$ cat src/rtl/interval_sequencer.sv
// Interval sequencer: loads a start value, counts up on prescaled ticks
// until it reaches a terminal value, then pulses done and either returns
// to idle (one-shot) or reloads (periodic). The configuration is captured
// when a sequence starts, so mid-run input changes have no effect.
module interval_sequencer (
    input  logic       clk,
    input  logic       reset_n,
    input  logic       start,
    input  logic       stop,
    input  logic       mode,
    input  logic [7:0] load_val,
    input  logic [7:0] term_val,
    input  logic [3:0] prescale,
    output logic [7:0] count,
    output logic       busy,
    output logic       done,
    output logic [1:0] state,
    output logic [7:0] periods
);

    typedef enum logic [1:0] {
        IDLE = 2'd0,
        LOAD = 2'd1,
        RUN  = 2'd2,
        DONE = 2'd3
    } state_t;

    state_t     cur_state;
    logic [3:0] prescaler;
    logic [7:0] sh_load;
    logic [7:0] sh_term;
    logic [3:0] sh_prescale;
    logic       sh_mode;

    // Sequencer FSM; busy and done are registered alongside every state change
    always_ff @(posedge clk or negedge reset_n) begin
        if (!reset_n) begin
            cur_state   <= IDLE;
            count       <= 8'd0;
            periods     <= 8'd0;
            prescaler   <= 4'd0;
            sh_load     <= 8'd0;
            sh_term     <= 8'd0;
            sh_prescale <= 4'd0;
            sh_mode     <= 1'b0;
            busy        <= 1'b0;
            done        <= 1'b0;
        end else begin
            case (cur_state)
                IDLE: begin
                    if (start && !stop) begin
                        sh_load     <= load_val;
                        sh_term     <= term_val;
                        sh_prescale <= prescale;
                        sh_mode     <= mode;
                        periods     <= 8'd0;
                        cur_state   <= LOAD;
                        busy        <= 1'b1;
                        done        <= 1'b0;
                    end
                end
                LOAD: begin
                    if (stop) begin
                        cur_state <= IDLE;
                        busy      <= 1'b0;
                    end else begin
                        count     <= sh_load;
                        prescaler <= 4'd0;
                        cur_state <= RUN;
                    end
                end
                RUN: begin
                    if (stop) begin
                        cur_state <= IDLE;
                        busy      <= 1'b0;
                    end else if (prescaler == sh_prescale) begin
                        prescaler <= 4'd0;
                        if (count == sh_term) begin
                            cur_state <= DONE;
                            done      <= 1'b1;
                        end else begin
                            count <= count + 8'd1;
                        end
                    end else begin
                        prescaler <= prescaler + 4'd1;
                    end
                end
                DONE: begin
                    done <= 1'b0;
                    if (stop) begin
                        cur_state <= IDLE;
                        busy      <= 1'b0;
                    end else begin
                        if (periods != 8'hFF) begin
                            periods <= periods + 8'd1;
                        end
                        if (sh_mode) begin
                            cur_state <= LOAD;
                        end else begin
                            cur_state <= IDLE;
                            busy      <= 1'b0;
                        end
                    end
                end
                default: begin
                    cur_state <= IDLE;
                    busy      <= 1'b0;
                    done      <= 1'b0;
                end
            endcase
        end
    end

    assign state = cur_state;

endmodule

$ cat config.mk
export PLATFORM = sky130hd
export DESIGN_NAME = interval_sequencer
export DESIGN_NICKNAME = d
export VERILOG_FILES = /design/src/rtl/interval_sequencer.sv
export SDC_FILE = /design/constraint.sdc
export NUM_CORES = 1
export LEC_CHECK = 0
export ABC_AREA = 1
export BUFFER_PORTS_ARGS = -buffer_cell sky130_fd_sc_hd__buf_2
export CAP_MARGIN = 0
export CORE_MARGIN = 4
export CORE_UTILIZATION = 41
export CTS_BUF_LIST = sky130_fd_sc_hd__clkbuf_4 sky130_fd_sc_hd__clkbuf_8
export CTS_CLUSTER_SIZE = 28
export DETAILED_ROUTE_END_ITERATION = 8
export GPL_TIMING_DRIVEN = 0
export RECOVER_POWER = 50
export SKIP_LAST_GASP = 1
export SYNTH_ARGS = -nofsm -noshare
export SYNTH_HDL_FRONTEND = slang
export SYNTH_SLANG_ARGS = --single-unit
$ cat constraint.sdc
create_clock -name clk -period 4.5 [get_ports clk]
set_clock_uncertainty 0.15 [all_clocks]
set_input_delay 0.45 -clock clk [delete_from_list [all_inputs] [get_ports clk]]
set_output_delay 0.45 -clock clk [all_outputs]
set_load 0.05 [all_outputs]
# == Word level (Yosys, flattened, before mapping) ==
# Index checks and enable logic that the tools add are counted.
# classes
eq_ne,18
reduce_logical,14
n_mux,31
addsub,3
# op_table
operator,n
two-way mux 8 bit,7
one-hot mux 8 bit (2 select lines),2
"adder 8 x 1 -> 8 bit, second input constant",2
"inequality test 2 bit, second input constant",8
two-way mux 4 bit,3
two-way mux 1 bit,10
two-way mux 2 bit,5
AND reduction 5 bit,2
"inequality test 3 bit, second input constant",3
AND reduction 3 bit,3
equality test 8 bit,1
"inequality test 8 bit, second input constant",1
one-hot mux 2 bit (4 select lines),1
one-hot mux 4 bit (2 select lines),1
one-hot mux 1 bit (3 select lines),2
"adder 4 x 1 -> 4 bit, second input constant",1
"equality test 2 bit, second input constant",2
equality test 4 bit,1
AND reduction 4 bit,1
nonzero test 2 bit,2
nonzero test 3 bit,1
"equality test 2 x 1 -> 1 bit, second input constant",1
logical NOT 2 bit,1
"inequality test 2 x 1 -> 1 bit, second input constant",1
4 further kinds,4
# totals
reg_bits,45
input_bits,25
output_inout_bits,20

# == Longest topological paths before layout ==
# depth
depth_word,5
depth_mapped,12

# == Worst setup path after synthesis ==
# OpenSTA, ideal clock, no wires.
# synth_timing
kind,register to register
from,register cur_state[0] (netlist: state[0])
to,register periods[6]
setup_slack_ps,2473
synth_period_minus_slack_ps,2027
setup_time_ps,128
path_buffers,1
required_ps,4222
path_stages_with_launch,10
t_arrival_ps,1749
cell_sequence,dfrtp_1 -> inv_1 -> ha_1 -> inv_1 -> a21oi_2 -> a21oi_1 -> nand3_2 -> buf_6 -> nand2_1 -> o21ai_0
# synth_via
elab_chain_len,3
word_cells_on_any_way,8
classes_between,eq/ne (4); mux (1); reduce/logical (3)
# synth_lines
item,line_no,rtl
start: declaration,28,state_t cur_state;
start signal: assignment,38,cur_state <= IDLE;
start signal: assignment,57,cur_state <= LOAD;
start signal: assignment,64,cur_state <= IDLE;
equality test 2 bit or logical NOT 2 bit (tied branches),49,case (cur_state)
inequality test 2 bit (no line) or nonzero test 2 bit (tied branches),n/a,
AND reduction 4 bit (no line),n/a,
end signal: assignment,95,periods <= periods + 8'd1;
end: declaration,18,output logic [7:0] periods
# Several ways; a longest one is shown, not always the timed one.
# A chain may end at the register's enable or synchronous reset.

==> out/metrics.cfg <==
[status]
status=complete, but fails checks
violations=max-capacitance violations, max-slew violations

[placement]
post_dp_cell_area_um2=2800
place.gp.congestion=0.821
place_ws_ps=2610
placed_cells=426
dp_hpwl_um=3860
port_buffers=44

[global_route]
grt_pass1_wl_um=8960
antenna_found_initial=0
gr-usage-all-layers=0.152
grt_overflow_total=0
grt_pass1_vias=1996
grt_max_degree=46

[pwr]
vdd_ir_drop_max_mv=0.293
powerDensity_nw_per_um2=690
leakagePower_nw=1.49

[worst_setup_path]
critPathRequiredTime_ps=4270
worst_ep_arrival_time_ps=2130
crit_path_max_incr_delay_ps=1660
rrSetupSlack_ps=2610
r2r_end=periods[5]
slowest_stage=clkbuf_1
r2r_cells=9
critPathCaptureType=async pin
crit_chain=clkbuf_1
cp.buffers_inverters=1
crit_path_max_fanout=45
crit_path_start_kind=input port
crit_type=in2async
r2r-start=state[0]
critical-path-top-delay-family=buffers and inverters

[final_layout]
antenna_cells=0
fin_area_um2=2910
drive_gt1_frac=0.203
layout.cells.most_common=nand2_1
mostFrequentLayoutCells=nand2_1, dfrtp_1, buf_2
instances_no_fill=434
finalNetCount=391
syn2layout_area_growth_pct=16.8

[sta]
rsz0062_at_grt=no
setup_viol_count_final=0
setup_ws_ps=2150
fin_tns_setup_ps=0
relSlewSlack=-0.578
finalHoldViolCount=0
fin_crit_sh=0.523
fin_crit_ps=2350
tightest_slew_ps=2370
slew_violations=46
fmax_ghz=0.425

[cts]
root_buffer=clkbuf_8
cts_hold_buf=0
clockBufferDepth=2
clk-insertion-delay-late_ps=300
postCtsSetupRepairBufs=0
cts_tree=done
htree_num_levels=2
clock_sinks=45
cts-resized-gates=0
cts_buffers=5
clk_pin_slew_ps=80

[flow_run]
max-cap-violations=1

[die]
io_pins=45
core-area_um2=5920
initial_utilization=0.420
die_h_um=85.9
rows=28
die_area_um2=7380
chipWidth_um=85.9

[synth]
synth_seq_cells=45
seq_area_frac_synth=0.452
syn-cell-area_um2=2490
synth_cells=307
synth_nets=340
avgSynthCellArea_um2=8.11
ys_types=26
ys_warn_count=0

[min_path]
holdCritPathClass=in2reg
whs_path_depth=2
whs_endpoint=sh_load[3]
min_from=load_val[3]

[drt]
drt_iter0_drc=100
vias=2071
dr.pass1.iters=4
avgViaCountPerCell=4.77
antenna_left=0
routed_wl_um=5180
wl_per_cell_um=11.9
route.detailed.drc=0

==> how the worst max path moves through the flow <==
stage | to | slack [ps] | from | cells after the start
floorplan | periods[6] | 2470 | state[0] | 9
global placement | periods[5] | 2650 | state[0] | 9
detailed placement | periods[5] | 2610 | state[0] | 9
CTS | periods[5] | 2590 | state[1] | 9
global route | count[2] | 1620 | reset_n | 1
finish | state[1] | 2150 | reset_n | 1
==> worst register-to-register path, stage by stage, from the launching register on <==
cell and delay [ps]:
dfrtp_1 430, inv_1 110, ha_1 230, inv_1 110, a21oi_1 80, a21oi_1 180
nand3_2 180, buf_6 190, nand2_1 50, o21ai_0 80
==> cell usage after synthesis (all sizes together) <==
cell type	instances	area, um^2
xnor2	5	43.8
xor2	4	35.0
ha	8	100
nand3b	1	7.51
nor2	32	120
inv	30	113
dfrtp	45	1130
or2	3	18.8
clkbuf	1	3.75
nand3	30	160
o21bai	1	7.51
nand2	96	373
nor3	1	10.0
a21oi	16	95.1
mux2	14	158
buf	6	45.0
o21ai	12	60.1
nand4	2	12.5
==> state kept, by name, indices dropped and copies added, names as in the netlist <==
signal and count:
sh_term 8, done 1, sh_prescale 4, sh_load 8
count 8, state 2, periods 8, sh_mode 1
prescaler 4, busy 1
==> power by group <==
part           switching (W)  internal [W]
Clock               0.000137      0.000181
Combinational       0.000642      0.000348
Sequential          0.000135      0.000564
Total               0.000914       0.00109
==> through the flow <==
stage | util | hold slack [ps] | power (W)
4_1_cts | 0.494 | 202 | 0.00204
5_1_grt | 0.491 | 212 | 0.00218
2_1_floorplan | - | 4.41 | 0.00148
3_5_place_dp | 0.473 | 325 | 0.00171
3_3_place_gp | 0.473 | 320 | 0.00169
6_report | 0.491 | 229 | 0.00201
==> layout make-up <==
| cell class | count | area (um^2) |
|---|---|---|
| multi-input combinational | 225 | 1200 |
| clock inverter | 2 | 37.5 |
| timing repair buffer | 44 | 208 |
| tap | 75 | 93.8 |
| sequential | 45 | 1130 |
| buffer | 7 | 48.8 |
| clock buffer | 6 | 82.6 |
| fill | 613 | 3010 |
| inverter | 30 | 113 |
==> routing by layer <==
| metal | track usage | vias to the layer above | part of all wire |
|---|---|---|---|
| met2 | 0.235 | 35 | 0.44 |
| met3 | 0.0413 | 6 | 0.044 |
| met5 | 0 | - | 0 |
| li1 | - | 1082 | - |
| met4 | 0.0446 | 0 | 0.012 |
| met1 | 0.209 | 948 | 0.50 |
==> cells by family after synthesis <==
group	count (synthesis)	synth area share
flops	45	0.452
mux	14	0.0633
buf+inv	37	0.0649
fa+ha+maj	8	0.0402
xor+xnor	9	0.0317
simple gates	165	0.282
compound gates	29	0.0654
Power figures use the tool's default switching activity.
